**src/rtl/clint_pkg.sv**
```systemverilog
// Shared constants and types for the core-local interruptor.
package clint_pkg;

  localparam int unsigned MSIP_BASE     = 32'h0000;
  localparam int unsigned MTIMECMP_BASE = 32'h4000;
  localparam int unsigned CTRL_OFS      = 32'hBFF0;
  localparam int unsigned MTIME_LO_OFS  = 32'hBFF8;
  localparam int unsigned MTIME_HI_OFS  = 32'hBFFC;

  localparam int CTRL_EN_BIT    = 31;
  localparam int CTRL_PRESC_LSB = 0;

  // Laid out exactly as the CTRL word: en at bit 31, presc from bit 0 upward.
  typedef struct packed {
    logic        en;
    logic [30:0] presc;
  } clint_ctrl_t;

endpackage

```
**src/rtl/clint_hart.sv**
```systemverilog
// Per-hart state: mtimecmp, MSIP and the registered timer/software interrupts.
module clint_hart #(
  parameter int RSZ = 32
) (
  input  logic             clk_in,
  input  logic             reset_in,
  input  logic             msip_we,
  input  logic             cmp_lo_we,
  input  logic             cmp_hi_we,
  input  logic             msip_sel,
  input  logic             cmp_lo_sel,
  input  logic             cmp_hi_sel,
  input  logic [RSZ-1:0]   wr_data,
  input  logic [2*RSZ-1:0] mtime,
  output logic [RSZ-1:0]   rd_data,
  output logic             timer_irq,
  output logic             sw_irq
);

  logic [2*RSZ-1:0] cmp;

  always_ff @(posedge clk_in or posedge reset_in) begin
    if (reset_in) begin
      cmp       <= '1;
      sw_irq    <= 1'b0;
      timer_irq <= 1'b0;
    end else begin
      if (cmp_lo_we) cmp[RSZ-1:0]     <= wr_data;
      if (cmp_hi_we) cmp[2*RSZ-1:RSZ] <= wr_data;
      if (msip_we)   sw_irq           <= wr_data[0];
      // Compare uses pre-edge register values, so irq lags any change by one cycle.
      timer_irq <= (mtime >= cmp);
    end
  end

  always_comb begin
    rd_data = '0;
    if (msip_sel)        rd_data = RSZ'(sw_irq);
    else if (cmp_lo_sel) rd_data = cmp[RSZ-1:0];
    else if (cmp_hi_sel) rd_data = cmp[2*RSZ-1:RSZ];
  end

endmodule

```
**src/rtl/clint_timer.sv**
```systemverilog
// Core-local interruptor top: prescaler, shared mtime, CTRL, address decode and read return.
module clint_timer
  import clint_pkg::*;
#(
  parameter int NUM_HARTS = 1,
  parameter int RSZ       = 32,
  parameter int ADDR_W    = 16,
  parameter int PRESC_W   = 8
) (
  input  logic                 clk_in,
  input  logic                 reset_in,
  input  logic [ADDR_W-1:0]    mmr_addr,
  input  logic                 mmr_wr,
  input  logic                 mmr_rd,
  input  logic [RSZ-1:0]       mmr_wr_data,
  output logic [RSZ-1:0]       mmr_rd_data,
  output logic                 mmr_rd_valid,
  output logic [NUM_HARTS-1:0] timer_irq,
  output logic [NUM_HARTS-1:0] sw_irq,
  output logic [2*RSZ-1:0]     mtime
);

  localparam int WW = ADDR_W - 2;
  localparam logic [WW-1:0] W_MSIP_BASE = WW'(MSIP_BASE >> 2);
  localparam logic [WW-1:0] W_CMP_BASE  = WW'(MTIMECMP_BASE >> 2);
  localparam logic [WW-1:0] W_CTRL      = WW'(CTRL_OFS >> 2);
  localparam logic [WW-1:0] W_MLO       = WW'(MTIME_LO_OFS >> 2);
  localparam logic [WW-1:0] W_MHI       = WW'(MTIME_HI_OFS >> 2);
  localparam logic [WW-1:0] W_NH        = WW'(NUM_HARTS);
  localparam logic [WW-1:0] W_NH2       = WW'(2 * NUM_HARTS);

  logic [WW-1:0] word, msip_ofs, cmp_ofs;
  logic          msip_hit, cmp_hit;
  logic          unused_addr;

  assign word        = mmr_addr[ADDR_W-1:2];
  assign unused_addr = ^mmr_addr[1:0];
  // Offsets wrap below the base, so a single unsigned upper bound covers both ends.
  assign msip_ofs    = word - W_MSIP_BASE;
  assign cmp_ofs     = word - W_CMP_BASE;
  assign msip_hit    = msip_ofs < W_NH;
  assign cmp_hit     = cmp_ofs < W_NH2;

  clint_ctrl_t        ctrl_q;
  logic [PRESC_W-1:0] cnt;
  logic [2*RSZ-1:0]   mtime_q;
  logic               tick, ctrl_we, mlo_we, mhi_we;

  assign ctrl_we = mmr_wr && (word == W_CTRL);
  assign mlo_we  = mmr_wr && (word == W_MLO);
  assign mhi_we  = mmr_wr && (word == W_MHI);
  assign tick    = ctrl_q.en && (cnt == ctrl_q.presc[PRESC_W-1:0]);
  assign mtime   = mtime_q;

  always_ff @(posedge clk_in or posedge reset_in) begin
    if (reset_in) begin
      ctrl_q <= '{en: 1'b1, presc: '0};
      cnt    <= '0;
    end else begin
      if (ctrl_we) begin
        ctrl_q <= '{en: mmr_wr_data[CTRL_EN_BIT],
                    presc: 31'(mmr_wr_data[CTRL_PRESC_LSB +: PRESC_W])};
        cnt    <= '0;
      end else if (ctrl_q.en) begin
        cnt <= tick ? '0 : cnt + PRESC_W'(1);
      end
    end
  end

  // A software write to either half takes priority over the tick; no carry across halves.
  always_ff @(posedge clk_in or posedge reset_in) begin
    if (reset_in) begin
      mtime_q <= '0;
    end else if (mlo_we || mhi_we) begin
      if (mlo_we) mtime_q[RSZ-1:0]     <= mmr_wr_data;
      if (mhi_we) mtime_q[2*RSZ-1:RSZ] <= mmr_wr_data;
    end else if (tick) begin
      mtime_q <= mtime_q + (2*RSZ)'(1);
    end
  end

  logic [NUM_HARTS-1:0]          sel_msip, sel_lo, sel_hi;
  logic [NUM_HARTS-1:0][RSZ-1:0] hart_rd;

  for (genvar h = 0; h < NUM_HARTS; h++) begin : g_hart
    localparam logic [WW-1:0] HM  = WW'(h);
    localparam logic [WW-1:0] HLO = WW'(2 * h);
    localparam logic [WW-1:0] HHI = WW'(2 * h + 1);

    assign sel_msip[h] = msip_hit && (msip_ofs == HM);
    assign sel_lo[h]   = cmp_hit && (cmp_ofs == HLO);
    assign sel_hi[h]   = cmp_hit && (cmp_ofs == HHI);

    clint_hart #(.RSZ(RSZ)) u_hart (
      .clk_in    (clk_in),
      .reset_in  (reset_in),
      .msip_we   (mmr_wr && sel_msip[h]),
      .cmp_lo_we (mmr_wr && sel_lo[h]),
      .cmp_hi_we (mmr_wr && sel_hi[h]),
      .msip_sel  (sel_msip[h]),
      .cmp_lo_sel(sel_lo[h]),
      .cmp_hi_sel(sel_hi[h]),
      .wr_data   (mmr_wr_data),
      .mtime     (mtime_q),
      .rd_data   (hart_rd[h]),
      .timer_irq (timer_irq[h]),
      .sw_irq    (sw_irq[h])
    );
  end

  logic [RSZ-1:0] rd_mux;

  always_comb begin
    rd_mux = '0;
    if (word == W_CTRL)     rd_mux = RSZ'(ctrl_q);
    else if (word == W_MLO) rd_mux = mtime_q[RSZ-1:0];
    else if (word == W_MHI) rd_mux = mtime_q[2*RSZ-1:RSZ];
    for (int h = 0; h < NUM_HARTS; h++) rd_mux = rd_mux | hart_rd[h];
  end

  // Sampled from pre-edge state, so a read colliding with a write returns the old value.
  always_ff @(posedge clk_in or posedge reset_in) begin
    if (reset_in) begin
      mmr_rd_data  <= '0;
      mmr_rd_valid <= 1'b0;
    end else begin
      mmr_rd_valid <= mmr_rd;
      if (mmr_rd) mmr_rd_data <= rd_mux;
    end
  end

endmodule

```
**config.mk**
```make
export PLATFORM = sky130hd
export DESIGN_NAME = clint_timer
export DESIGN_NICKNAME = d
export VERILOG_FILES = /design/src/rtl/clint_pkg.sv /design/src/rtl/clint_hart.sv /design/src/rtl/clint_timer.sv
export SDC_FILE = /design/constraint.sdc
export NUM_CORES = 1
export LEC_CHECK = 0
export ABC_AREA = 1
export CORE_MARGIN = 2
export CORE_UTILIZATION = 35
export DETAILED_ROUTE_END_ITERATION = 8
export DONT_BUFFER_PORTS = 1
export PLACE_DENSITY = 0.61
export SETUP_SLACK_MARGIN = 0.5
export SYNTH_ARGS = -nofsm -noshare
export SYNTH_HDL_FRONTEND = slang
export SYNTH_HIERARCHICAL = 1
export SYNTH_SLANG_ARGS = --single-unit
```
**constraint.sdc**
```tcl
create_clock -name clk_in -period 5.4 [get_ports clk_in]
set_input_delay 1.08 -clock clk_in [delete_from_list [all_inputs] [get_ports clk_in]]
set_output_delay 1.08 -clock clk_in [all_outputs]
set_load 0.05 [all_outputs]
```
# Yosys cells after proc, flatten, opt, wreduce, memory -nomap -nowiden
# Index checks and enable logic that the tools add are counted.
dict set report classes {
  order_cmp 3
  add_sub_neg 3
  n_mux 13
  eq_ne 7
  bitwise 1
  n_reduce_logical 17
}
# operator n
set op_table {}
lappend op_table {{2-to-1 mux 32 bit} 8}
lappend op_table {{2-to-1 mux 64 bit} 2}
lappend op_table {{adder 64 x 1 -> 64 bit (second input constant)} 1}
lappend op_table {{greater-or-equal comparator 64 bit} 1}
lappend op_table {{equality test 14 bit (second input constant)} 3}
lappend op_table {{OR 32 bit} 1}
lappend op_table {{logical NOT 14 bit} 2}
lappend op_table {{2-to-1 mux 8 bit} 3}
lappend op_table {{equality test 14 x 1 -> 1 bit (second input constant)} 1}
lappend op_table {{< comparator 14 x 1 -> 1 bit (second input constant)} 1}
lappend op_table {{< comparator 14 x 2 -> 1 bit (second input constant)} 1}
lappend op_table {{subtractor 14 x 13 -> 14 bit (second input constant)} 1}
lappend op_table {{logical AND 1 bit} 10}
lappend op_table {{adder 8 x 1 -> 8 bit (second input constant)} 1}
lappend op_table {{equality test 8 bit} 1}
lappend op_table {{!= test 2 bit (second input constant)} 2}
lappend op_table {{AND reduction 2 bit} 2}
lappend op_table {{nonzero test 2 bit} 2}
lappend op_table {{logical OR 1 bit} 1}
dict set report word_totals {
  reg_bits 180
  input_bits 52
  output_inout_bits 99
}

# Depth between registers and ports, before layout
dict set report logic_depth {
  ltp_word 7
  depth_mapped 15
}

# Modules after synthesis
# Netlist, hierarchy kept.
# mod cells_per_inst n_inst area_each_um2 seq_area_each_um2
set by_module_without_submodules {}
lappend by_module_without_submodules {clint_timer 1271 1 8016.4 2854.0}
lappend by_module_without_submodules {clint_hart 599 1 4593.2 1731.7}

# Worst setup path after synthesis
# OpenSTA, ideal clock, no wires.
dict set report synth_path {
  path_kind {in2reg}
  startpoint {input port mmr_addr[4]}
  endpoint {register mmr_rd_data[15]}
  n_path_buf 2
  arrival_time_ns 2.746
  setup_slack_ns 2.533
  path_stages 11
  setup_ns 0.121
  cell_sequence {or2_2 nor4_1 nand3_1 nor3_1 clkbuf_1 clkbuf_1 a21oi_1 nor2_1 o221ai_1 o21ai_0 inv_1}
}
# item line_no
set synth_rtl {}
lappend synth_rtl {{start, declared} clint_timer.sv:12} ;# input logic [ADDR_W-1:0] mmr_addr,
lappend synth_rtl {{end signal, assigned} clint_timer.sv:128} ;# if (mmr_rd) mmr_rd_data <= rd_mux;
lappend synth_rtl {{end, declared} clint_timer.sv:16} ;# output logic [RSZ-1:0] mmr_rd_data,

# Final worst setup path
dict set report layout_path {
  startpoint {input port mmr_addr[8]}
  endpoint {register mtime_q[5], in the netlist mtime[5]}
}
dict set report layout_via {
  elab_chain_len 5
}
# item line_no
set layout_lines {}
lappend layout_lines {{equality test 14 bit (on tied branches)} {clint_timer.sv:50, clint_timer.sv:51}}
lappend layout_lines {{logical AND 1 bit (on tied branches)} {clint_timer.sv:50, clint_timer.sv:51}}
lappend layout_lines {{logical OR 1 bit} clint_timer.sv:74} ;# end else if (mlo_we || mhi_we) begin
lappend layout_lines {{!= test 2 bit (no source line) / nonzero test 2 bit (equally long branches)} --}
lappend layout_lines {{AND reduction 2 bit (no source line)} --}
lappend layout_lines {{end signal, assigned by index} clint_timer.sv:75} ;# if (mlo_we) mtime_q[RSZ-1:0] <= mmr_wr_data;
lappend layout_lines {{end signal, assigned by index} clint_timer.sv:76} ;# if (mhi_we) mtime_q[2*RSZ-1:RSZ] <= mmr_wr_data;
lappend layout_lines {{end signal, assigned} clint_timer.sv:78} ;# mtime_q <= mtime_q + (2*RSZ)'(1);
lappend layout_lines {{end, declared} clint_timer.sv:46} ;# logic [2*RSZ-1:0] mtime_q;
# Several ways; a longest one is shown, not always the timed one.
# A chain may end at the register's enable or synchronous reset.

==> metrics.txt <==
status=complete, no violations; Least-Margin Pin Slew=1.27 ns; post-CTS sizing=0; clock network power share=0.331; Final ANT Viol Nets=0; Syn Nets=1988; Worst VDD drop=approximately 210 uV; #FFs+latches synth=180; Worst Skew=0.0124 ns; Post-synth ARST share=1.00; Clock Sinks=180; root buffer cell=clkbuf_16; hold_ws=0.501 ns; area leader, netlist=dfrtp_1; Setup Viol. Count Final=0; initial antenna violation count=0; Yosys Warn Count=6; Synth Flop Type=dfrtp_1; Antenna Cells=0; Post-synth EDFFs=0; first-pass GRT wire length=72.4 mm; Die Area=37600 sq um; share of cells above drive strength 1=0.0859; post-layout minimum cycle time=3.51 ns; Vias/cell=5.32; worst setup path category=in -> reg; Placed Instances=2281; RSZ-0062 raised after global routing=no; drt total wl=46.6 mm; Hold WC Path Type=reg -> reg; Final Cycle Share=0.651; P_leak=6.68 nW; share of the synthesized area in the top cell type=0.228; total grt overflow=0; vias in the first global route=11800; I/O pins=approximately 150; fmax=285 MHz; FP Rows=~70; area delta synth->final=8.30%; combinational power share=0.198; fin. max-slew vios=0; average wire per standard cell=20.2 um; ranking of synthesized cells by area=dfrtp_1 (23%), nand2_1 (19%), dfstp_2 (14%); HPWL Detailed=35.1 mm; top cells by count, synth=nand2_1 (641), nor2_1 (227), inv_1 (199); Power Dens Cells=313 nW/um^2; Clock Latency Late Sink=0.47 ns; port bufs=0; Critical Path End Type=register; GRT Util Overall=0.251; Seq/Total Area, Yosys=0.364; Post-CTS Setup Inserts=0; largest net degree at the start of global routing=65; Cell Area, Synth=approximately 13000 sq um; Total Neg Setup Slack=0 ns; CP Launch Type=primary input; P_sw=1.74 mW; Die Span Y=approximately 190 um; Post-Syn Instances=1870; Slew headroom=0.148; Num CTS Buffers=17; Mean Syn Cell Area=6.74 sq um; clock slew at reported path FFs=0.07 ns; Vias=12300; initial DRC count=1063; Unique masters post-synth=between 40 and 50; Req. time, crit path=5.75 ns; Final Hold Viols=0; max_cap viols=0; H-tree levels=4; Clock Tree Buf Depth=2; switching share of power=0.407; Int Pwr=2.54 mW; iteration count of the initial detailed-routing pass=6; total power=4.27 mW; CTS tree=built; crit path DAT=3.86 ns; number of remaining DRC errors=0; RePlAce Congestion=0.986; core area=35500 sq um; Seq pwr share=0.471; Nets=1957; die width=about 190 um; crit-path max FO=36; initial core utilization=0.355; most frequent cell after synthesis=nand2_1; fin cells=about 2300; hold_buf cts=0
==> per-layer routing <==
layer  track usage  wire length [um]  up-vias
met5             0                 0        -
met4        0.0842              1210        0
met3        0.0562              3350       62
met2         0.400             21300      431
met1         0.338             20800     5901
li1              -                 -     5914
==> stage by stage <==
stage                     instance area (sq um)  worst slack (ns)   util
after floorplan                           12600              1.31      -
final                                     13700              1.89  0.385
after detailed placement                  13000              1.44  0.367
after global routing                      13700              1.69  0.385
after global placement                    13000              1.45  0.367
after CTS                                 13700              1.93  0.385
==> cell usage in the layout (no fill, tap or decap), drive strengths merged <==
cell type  netlist  layout
nor4             3       3
bufinv           0       5
clkinvlp         0       2
a21o             4       4
a21oi           77      77
nand3          113     113
mux2             3       3
clkbuf          32      19
o21ai          127     127
o22ai           31      31
o21bai           1       1
a221oi           1       1
nor2b            1       1
o21a             3       3
xnor2            6       6
nand2          649     649
o22a             9       9
a31oi            2       2
dfstp           65      65
o221ai           3       3
xor2            24      24
o211ai           1       1
inv            206     208
nor3            26      26
nand4           18      18
nand3b          10      10
ha              66      66
buf             30      12
dfrtp          115     115
nor2           237     237
clkinv           0       3
and2             3       3
or2              4       4
==> state kept, by name, indices dropped and copies added (netlist names) <==
register and cells:
g_hart.u_hart/cmp 64, mtime 64, mmr_rd_data 32, ctrl_q 9, cnt 8, g_hart.u_hart/sw_irq 1
g_hart.u_hart/timer_irq 1, mmr_rd_valid 1
==> critical path, stage by stage <==
cell and delay, ns:
nand4_1 0.17, inv_2 0.24, nand4_2 0.48, nand2_2 0.21
inv_2 0.27, nand2_4 0.47, nand2_2 0.43, buf_12 0.31
nand2_1 0.10, o21ai_2 0.05
==> power groups by stage <==
stage / combinational, mW / clock [mW] / sequential, mW
floorplan: 0.656 / 0 / 1.93
detailed placement: 0.835 / 0 / 2.04
finish: 0.847 / 1.42 / 2.01
global route: 0.959 / 1.49 / 2.03
CTS: 0.842 / 1.44 / 2.01
global placement: 0.813 / 0 / 2.03
==> cells by family after synthesis <==
family / after synthesis / share of synthesized area
simple gates: 1064 / 0.348
flops: 180 / 0.364
fa+ha+maj: 66 / 0.0655
buf+inv: 268 / 0.0844
compound gates: 259 / 0.115
xor+xnor: 30 / 0.0208
mux: 3 / 0.00268
==> final cells by class <==
cell class / count / area, sq um
clock buffer: 19 / 433
clock inverter: 12 / 205
fill: 3699 / 21800
inverter: 206 / 776
multi-input combinational: 1422 / 6980
sequential: 180 / 4590
tap: 461 / 577
timing repair buffer: 12 / 103
==> worst paths after layout <==
check / start / end / slack (ns) / cells past startpoint
setup / recovery: mmr_addr[8] / mtime[5]$_DFFE_PP0P_ / 1.89 / 10
hold / removal: g_hart[0].u_hart/cmp[2]$_DFFE_PP1P_ / g_hart[0].u_hart/cmp[2]$_DFFE_PP1P_ / 0.50 / 2
setup reg to reg: mtime[1]$_DFFE_PP0P_ / mtime[30]$_DFFE_PP0P_ / 2.02 / 12
hold reg to reg: g_hart[0].u_hart/cmp[2]$_DFFE_PP1P_ / g_hart[0].u_hart/cmp[2]$_DFFE_PP1P_ / 0.50 / 2
max in group asynchronous: reset_in / mmr_rd_data[5]$_DFFE_PP0P_ / 3.45 / 2
min in group asynchronous: reset_in / g_hart[0].u_hart/sw_irq$_DFFE_PP0P_ / 0.62 / 1
(Power assumes the default switching activity.)
